==> config.mk <==
export PLATFORM = sky130hd
export DESIGN_NAME = pktunit_stream_joiner
export DESIGN_NICKNAME = d
export VERILOG_FILES = /design/src/rtl/pktunit_stream_joiner.sv
export SDC_FILE = /design/constraint.sdc
export NUM_CORES = 1
export LEC_CHECK = 0
export CAP_MARGIN = 20
export CORE_ASPECT_RATIO = 1.5
export CORE_MARGIN = 4
export CORE_UTILIZATION = 35
export CTS_CLUSTER_SIZE = 40
export DETAILED_ROUTE_END_ITERATION = 10
export GPL_ROUTABILITY_DRIVEN = 0
export GPL_TIMING_DRIVEN = 0
export PLACE_DENSITY_LB_ADDON = 0.3
export SLEW_MARGIN = 20
export SYNTH_ARGS = -nofsm -noshare
export SYNTH_HDL_FRONTEND = slang
export SYNTH_SLANG_ARGS = --single-unit
==> constraint.sdc <==
create_clock -name clk -period 4.26 [get_ports clk]
set_input_delay 0.852 -clock clk [delete_from_list [all_inputs] [get_ports clk]]
set_output_delay 0.852 -clock clk [all_outputs]
set_load 0.05 [all_outputs]
==> src/rtl/pktunit_stream_joiner.sv <==
// Merges the split data/flags/eop packet-unit streams of one port into a single AXI-Stream
// beat stream, with a 2-entry output buffer, a packet-length guard and sticky error reporting.
module pktunit_stream_joiner #(
  parameter int unsigned DATA_BYTES = 8,
  parameter int unsigned MAX_BEATS  = 256
) (
  input  logic                      clk,
  input  logic                      rst_n,
  input  logic [DATA_BYTES*8-1:0]   s_data_d,
  input  logic                      s_data_v,
  output logic                      s_data_r,
  input  logic [7:0]                s_flags_d,
  input  logic                      s_flags_v,
  output logic                      s_flags_r,
  input  logic [DATA_BYTES-1:0]     s_eop_d,
  input  logic                      s_eop_v,
  output logic                      s_eop_r,
  output logic [DATA_BYTES*8-1:0]   m_axis_tdata,
  output logic [DATA_BYTES-1:0]     m_axis_tkeep,
  output logic                      m_axis_tlast,
  output logic [7:0]                m_axis_tuser,
  output logic                      m_axis_tvalid,
  input  logic                      m_axis_tready,
  input  logic                      clr_err,
  output logic                      err_mask,
  output logic                      err_overlen,
  output logic [31:0]               pkt_cnt,
  output logic [15:0]               drop_cnt
);

  localparam int unsigned DW = DATA_BYTES * 8;
  localparam int unsigned KW = DATA_BYTES;
  localparam int unsigned CW = $clog2(MAX_BEATS + 1);

  typedef enum logic [1:0] {
    ST_IDLE,
    ST_IN_PKT,
    ST_DROP
  } state_e;

  state_e          state_q, state_d;
  logic [CW-1:0]   beat_cnt_q, beat_cnt_d;
  logic [7:0]      flags_q, flags_d;
  logic [1:0]      count_q, count_d;
  logic [DW-1:0]   out_data_q, out_data_d, skid_data_q, skid_data_d;
  logic [KW-1:0]   out_keep_q, out_keep_d, skid_keep_q, skid_keep_d;
  logic            out_last_q, out_last_d, skid_last_q, skid_last_d;
  logic [7:0]      out_user_q, out_user_d, skid_user_q, skid_user_d;
  logic            err_mask_q, err_mask_d;
  logic            err_overlen_q, err_overlen_d;
  logic [31:0]     pkt_cnt_q, pkt_cnt_d;
  logic [15:0]     drop_cnt_q, drop_cnt_d;

  logic            space;
  logic            toks_v;
  logic            eop_last;
  logic            mask_bad;
  logic            fire;
  logic            consume;
  logic            set_mask;
  logic            set_overlen;
  logic [CW-1:0]   cnt_next;
  logic            wr_en;
  logic [DW-1:0]   wr_data;
  logic [KW-1:0]   wr_keep;
  logic            wr_last;
  logic [7:0]      wr_user;
  logic            rd_en;

  // Packet FSM: token join, beat formatting, length guard and error detection
  always_comb begin
    state_d     = state_q;
    beat_cnt_d  = beat_cnt_q;
    flags_d     = flags_q;
    drop_cnt_d  = drop_cnt_q;
    s_data_r    = 1'b0;
    s_eop_r     = 1'b0;
    s_flags_r   = 1'b0;
    fire        = 1'b0;
    consume     = 1'b0;
    set_mask    = 1'b0;
    set_overlen = 1'b0;
    space       = (count_q != 2'd2);
    toks_v      = s_data_v & s_eop_v;
    eop_last    = |s_eop_d;
    mask_bad    = eop_last & (|(s_eop_d & (s_eop_d + KW'(1))));
    cnt_next    = beat_cnt_q + CW'(1);
    wr_en       = 1'b0;
    wr_data     = s_data_d;
    wr_keep     = eop_last ? s_eop_d : {KW{1'b1}};
    wr_last     = eop_last;
    wr_user     = flags_q;

    unique case (state_q)
      ST_IDLE: begin
        fire      = toks_v & s_flags_v & space & rst_n;
        s_flags_r = fire;
        wr_user   = s_flags_d;
        cnt_next  = CW'(1);
      end
      ST_IN_PKT: fire = toks_v & space & rst_n;
      ST_DROP:   consume = toks_v & rst_n;
      default:   ;
    endcase

    s_data_r = fire | consume;
    s_eop_r  = fire | consume;

    if (fire) begin
      wr_en      = 1'b1;
      beat_cnt_d = cnt_next;
      set_mask   = mask_bad;
      if (state_q == ST_IDLE) begin
        flags_d = s_flags_d;
      end
      if (eop_last) begin
        state_d = ST_IDLE;
      end else if (cnt_next == CW'(MAX_BEATS)) begin
        // Close the packet early; the remainder is swallowed in DROP
        wr_last     = 1'b1;
        wr_keep     = {KW{1'b1}};
        set_overlen = 1'b1;
        state_d     = ST_DROP;
      end else begin
        state_d = ST_IN_PKT;
      end
    end

    if (consume) begin
      if (drop_cnt_q != 16'hFFFF) begin
        drop_cnt_d = drop_cnt_q + 16'd1;
      end
      if (eop_last) begin
        state_d = ST_IDLE;
      end
    end
  end

  // Two-entry output buffer: out_* is the head presented on the bus, skid_* the second entry
  always_comb begin
    count_d     = count_q;
    out_data_d  = out_data_q;
    out_keep_d  = out_keep_q;
    out_last_d  = out_last_q;
    out_user_d  = out_user_q;
    skid_data_d = skid_data_q;
    skid_keep_d = skid_keep_q;
    skid_last_d = skid_last_q;
    skid_user_d = skid_user_q;
    rd_en       = (count_q != 2'd0) & m_axis_tready;

    unique case (count_q)
      2'd0: begin
        if (wr_en) begin
          out_data_d = wr_data;
          out_keep_d = wr_keep;
          out_last_d = wr_last;
          out_user_d = wr_user;
          count_d    = 2'd1;
        end
      end
      2'd1: begin
        if (wr_en && rd_en) begin
          out_data_d = wr_data;
          out_keep_d = wr_keep;
          out_last_d = wr_last;
          out_user_d = wr_user;
        end else if (wr_en) begin
          skid_data_d = wr_data;
          skid_keep_d = wr_keep;
          skid_last_d = wr_last;
          skid_user_d = wr_user;
          count_d     = 2'd2;
        end else if (rd_en) begin
          count_d = 2'd0;
        end
      end
      2'd2: begin
        if (rd_en) begin
          out_data_d = skid_data_q;
          out_keep_d = skid_keep_q;
          out_last_d = skid_last_q;
          out_user_d = skid_user_q;
          count_d    = 2'd1;
        end
      end
      default: count_d = 2'd0;
    endcase
  end

  // Sticky flags (set beats clear) and statistics
  always_comb begin
    err_mask_d    = set_mask ? 1'b1 : (clr_err ? 1'b0 : err_mask_q);
    err_overlen_d = set_overlen ? 1'b1 : (clr_err ? 1'b0 : err_overlen_q);
    pkt_cnt_d     = pkt_cnt_q;
    if (rd_en && out_last_q) begin
      pkt_cnt_d = pkt_cnt_q + 32'd1;
    end
  end

  always_ff @(posedge clk or negedge rst_n) begin
    if (!rst_n) begin
      state_q       <= ST_IDLE;
      beat_cnt_q    <= '0;
      flags_q       <= '0;
      count_q       <= '0;
      out_data_q    <= '0;
      out_keep_q    <= '0;
      out_last_q    <= 1'b0;
      out_user_q    <= '0;
      skid_data_q   <= '0;
      skid_keep_q   <= '0;
      skid_last_q   <= 1'b0;
      skid_user_q   <= '0;
      err_mask_q    <= 1'b0;
      err_overlen_q <= 1'b0;
      pkt_cnt_q     <= '0;
      drop_cnt_q    <= '0;
    end else begin
      state_q       <= state_d;
      beat_cnt_q    <= beat_cnt_d;
      flags_q       <= flags_d;
      count_q       <= count_d;
      out_data_q    <= out_data_d;
      out_keep_q    <= out_keep_d;
      out_last_q    <= out_last_d;
      out_user_q    <= out_user_d;
      skid_data_q   <= skid_data_d;
      skid_keep_q   <= skid_keep_d;
      skid_last_q   <= skid_last_d;
      skid_user_q   <= skid_user_d;
      err_mask_q    <= err_mask_d;
      err_overlen_q <= err_overlen_d;
      pkt_cnt_q     <= pkt_cnt_d;
      drop_cnt_q    <= drop_cnt_d;
    end
  end

  assign m_axis_tdata  = out_data_q;
  assign m_axis_tkeep  = out_keep_q;
  assign m_axis_tlast  = out_last_q;
  assign m_axis_tuser  = out_user_q;
  assign m_axis_tvalid = (count_q != 2'd0);
  assign err_mask      = err_mask_q;
  assign err_overlen   = err_overlen_q;
  assign pkt_cnt       = pkt_cnt_q;
  assign drop_cnt      = drop_cnt_q;

endmodule

# --- Word-level counts from Yosys, hierarchy flattened ---
# Index checks and enable logic that the tools add are counted.
word_totals:
  mem_bits_ro: 0
  latchBits: 0
  mem_count: 0
  ramBits: 0
  elab_cells: 104
  out_inout_bits: 135
  reg_bits: 233
  in_bits: 87
op_classes:
  bitwise_logic: 12
  mux: 46
  n_reduce_logical: 14
  eq_ne: 12
  n_div: 0
  order_cmp: 0
  n_addsub: 4
  shift: 0
  n_mul: 0
op_table:
  columns: ["op", "count"]
  rows:
  - ["$mux W64", 3]
  - ["$pmux W64 S3", 1]
  - ["$mux W8", 11]
  - ["$pmux W8 S3", 2]
  - ["$add A32 B1 Y32 const B", 1]
  - ["$mux W2", 10]
  - ["$add A16 B1 Y16 const B", 1]
  - ["$ne A16 B16 Y1 const B", 1]
  - ["$reduce_or A8 Y1", 2]
  - ["$mux W1", 15]
  - ["$ne A2 B2 Y1 const B", 5]
  - ["$add A9 B1 Y9 const B", 1]
  - ["$and A1 B1 Y1", 9]
  - ["$eq A9 B9 Y1 const B", 1]
  - ["$mux W9", 1]
  - ["$add A8 B1 Y8 const B", 1]
  - ["$and A8 B8 Y8", 1]
  - ["$reduce_and A4 Y1", 2]
  - ["$pmux W2 S3", 1]
  - ["$reduce_bool A2 Y1", 3]
  - ["$eq A2 B1 Y1 const B", 2]
  - ["$eq A2 B2 Y1 const B", 2]
  - ["$logic_not A2 Y1", 2]
  - ["$ne A3 B3 Y1 const B", 1]
  - ["8 further kinds", 9]

# --- Logic depth before layout (Yosys ltp) ---
depth:
  depth_word: 9
  mapped_depth: 10
  ltp_nobuf: 6

# --- Worst setup path after synthesis ---
# No wires, ideal clock.
synth_timing:
  kind: "register to output"
  from: "reg state_q[0]"
  to: "out s_flags_r"
  stages_incl_launch_ff: 6
  t_required_ps: 3408
  setup_slack_ps: 884
  arrival_time_ps: 2524
  cell_sequence: "dfrtp_1 -> clkbuf_1 -> nor2_1 -> clkbuf_1 -> nand2_1 -> nor3_1"
synth_between:
  elab_chain_len: 2
synth_rtl:
  columns: ["element", "line", "text"]
  rows:
  - ["start, declared", "41", "state_e state_q, state_d;"]
  - ["start signal, assigned", "220", "state_q <= state_d;"]
  - ["$logic_not A2 Y1", "94", "unique case (state_q)"]
  - ["$mux W1", "94", null]
  - ["end, declared", "14", "output logic s_flags_r,"]
# Every way passes these cells.

# --- Worst setup path in the final report ---
layout_timing:
  from: "in rst_n"
  to: "out s_eop_r"
layout_between:
  elab_chain_len: 3
  word_cells_on_any_way: 6
layout_rtl:
  columns: ["element", "line", "text"]
  rows:
  - ["start, declared", "8", "input logic rst_n,"]
  - ["$and A1 B1 Y1 (on tied branches)", "101, 102, 96", null]
  - ["$pmux W1 S2 or $mux W1 (tied branches)", "94", null]
  - ["$or A1 B1 Y1 (*)", "107", "s_eop_r = fire | consume;"]
  - ["end, declared", "17", "output logic s_eop_r,"]
# Every way passes the cells marked *; elsewhere a longest branch is shown, timed or not.

==> flow_metrics.tcl <==
set metrics [dict create \
    async_flop_share_pct 100 \
    max-clock-path-buffers 3 \
    detail_route.iter0.violations 400 \
    rows 76 \
    synth_area_mm2 0.0102 \
    routedWlPerCell_um 16.9 \
    crit_family "buffers and inverters" \
    crit_buf_inv 6 \
    dr_wl_met3_mm 1.52 \
    met1Wirelength_mm 11.6 \
    fmax_mhz 250 \
    numCtsBuffers 25 \
    die_w_um 147 \
    syn_inst 1050 \
    grt_pass1_wl_mm 46.0 \
    port-buffer-count 221 \
    utilization_pct 48.4 \
    synthTopCellsByArea "dfrtp_1 57%, nand2_1 12%, mux2i_1 7.2%" \
    clock_skew_ps 5.50 \
    cp.required_ps 3410 \
    yosysUniqueCellTypes 43 \
    hold_path_class "in -> async" \
    syn_to_final_growth_pct 36.6 \
    yosysWarnings 0 \
    track_usage_pct 17.9 \
    maxCapViolCount 0 \
    slew_viol_final 0 \
    r2r_end "m_axis_tdata[63]" \
    hold_viol 0 \
    ant_nets 0 \
    cts_tree "built" \
    postCtsSetupBuffers 0 \
    outcome "finished clean" \
    die_h_um 217 \
    vias 8275 \
    min_period_ps 4000 \
    grt_max_degree 65 \
    vias_per_cell 4.83 \
    crit_path_max_incr_delay_ps 360 \
    yosys.area.top_type "dfrtp_1" \
    crit_chain "buf_8 > buf_16 > buf_16 > nand3_2 > nor4_4 > clkbuf_2 > or2_2 > buf_4 > clkdlybuf4s15_2" \
    antenna_found_initial 0 \
    ctsHoldBuffers 0 \
    cp.arrival_ps 3150 \
    fillers 2727 \
    finalWirelength_mm 29.0 \
    worst_pin_slew_ps 861 \
    path_clk_slew_ps 60 \
    ir_worst_vdd_mv 0.305 \
    overflow 0 \
    tns_ps 0 \
    timing.final.ws_setup_ps 256 \
    rsz0062_at_grt "no" \
    leakage_nw 6.33 \
    ys_seq_area_share_pct 57.2 \
    powerDensity_mw_per_mm2 478 \
    synth_nets 1140 \
    yosysTopAreaCellShare_pct 57.2 \
    htreeDepth 1 \
    ys.flop_type "dfrtp_1" \
    endpoint_kind "primary output" \
    cp_slowest_cell "nor4_4" \
    crit_type "in -> out" \
    timing.hold.ws_ps 190 \
    start_util_pct 35.5 \
    yosysMostFrequentCell "nand2_1" \
    wl_met2_mm 15.1 \
    ff2ff_path_depth 6 \
    crit_path_frequent_cell "buf_16" \
    dp_hpwl_mm 20.9 \
    clk_latency_ps 530 \
    dieArea_mm2 0.0320 \
    drc 0 \
    startpoint_type "input port" \
    ys_top_cells_by_count "332 x nand2_1, 233 x dfrtp_1, 115 x o21ai_0" \
    io_pins 222 \
    fin_nets 1393 \
    cts-root-buf "clkbuf_16" \
    first_pass_iters 5 \
    cp_max_fo 36 \
    setup_viol 0 \
    syn_area_per_cell_um2 9.70 \
    design.core.area_mm2 0.0287 \
    cts.sinks 233 \
    r2r_slack_ps 1360 \
    post-place-ws_ps -940 \
    min_period_over_period_pct 94.0 \
    synth_edf_count 0 \
    synth-seq-cells 233 \
    relSlewSlack_pct 42.6 \
    highest_layer "met4" \
    timing.rr.start "count_q[0]" \
    grt_pass1_vias 8322 \
    final_layout_size_suffix_gt1_share_pct 6.51 \
]
-- cell type report --
class	instances	area (um2)	share of cell area, %
Timing Repair Buffer	227	2380	17.1
Tap cell	390	488	3.51
Clock buffer	38	734	5.28
Multi-Input combinational cell	745	4070	29.3
Inverter	12	45.0	0.324
Sequential cell	233	5830	41.9
Clock inverter	7	85.1	0.612
Buffer	59	277	1.99
Antenna cell	1	2.50	0.0180
-- worst max-delay path by stage --
stage / startpoint / to / slack (ps) / cells past startpoint
floorplan: state_q[0] / s_flags_r / 880 / 5
global placement: rst_n / s_eop_r / -10860 / 7
detailed placement: rst_n / s_eop_r / -940 / 9
CTS: rst_n / s_eop_r / 40 / 9
global route: rst_n / s_eop_r / 50 / 9
finish: rst_n / s_eop_r / 260 / 9
-- state kept, by name, indices dropped and copies added, names as in the netlist, 9 cells and up --
name and count:
m_axis_tdata 64, skid_data_q 64, pkt_cnt 32, drop_cnt 16
beat_cnt_q 9
-- where the power goes --
group	internal, mW	total (mW)	switching, mW	leakage, nW
combinational	0.590	1.73	1.14	2.88
sequential	2.53	2.73	0.196	3.04
clock	1.30	2.20	0.891	0.407
total	4.43	6.65	2.23	6.33
-- repair_timing --
action / CTS / global route
hold endpoints to repair: 0 / 0
cloned: 2 / 0
endpoints found under the setup margin: 3 / 3
resized for setup: 9 / 4
-- cells by family after synthesis --
logic type	count (synthesis)	synth area share [%]
fa+ha+maj	3	0.369
mux	82	8.17
compound gates	157	8.25
flops	233	57.2
simple gates	454	18.6
buf+inv	72	3.18
xor+xnor	49	4.21
-- stage by stage --
stage                     area, um2  cells  total power [mW]
after detailed placement      13000   1665              4.50
after global routing          13900   1711              6.94
after global placement        12900   1661              4.47
final                         13900   1712              6.65
after floorplan               10200   1050              3.76
after CTS                     13900   1711              6.75
-- layout by cell type, fill, tap and decap left out, drive strengths merged, types with 3 or more instances in the layout --
cell type / instances
clkdlybuf4s50: 218
ha: 3
xnor2: 29
a31oi: 5
and3: 7
nand2: 332
nand3: 17
and4: 6
clkbuf: 76
dfrtp: 233
nor2: 40
buf: 26
xor2: 20
o31ai: 3
mux2i: 73
nor3: 16
mux2: 9
or2: 3
o22ai: 5
or4: 3
nor4: 4
nand2b: 4
inv: 12
nand4: 12
clkinv: 5
nor2b: 3
a21oi: 15
o21ai: 118
-- routing by layer --
layer / global-route usage (%) / up-vias
met5: 0 / -
met4: 5.94 / 0
li1: - / 4007
met2: 32.4 / 219
met3: 3.48 / 43
met1: 21.4 / 4006
Power figures use the tool's default switching activity.
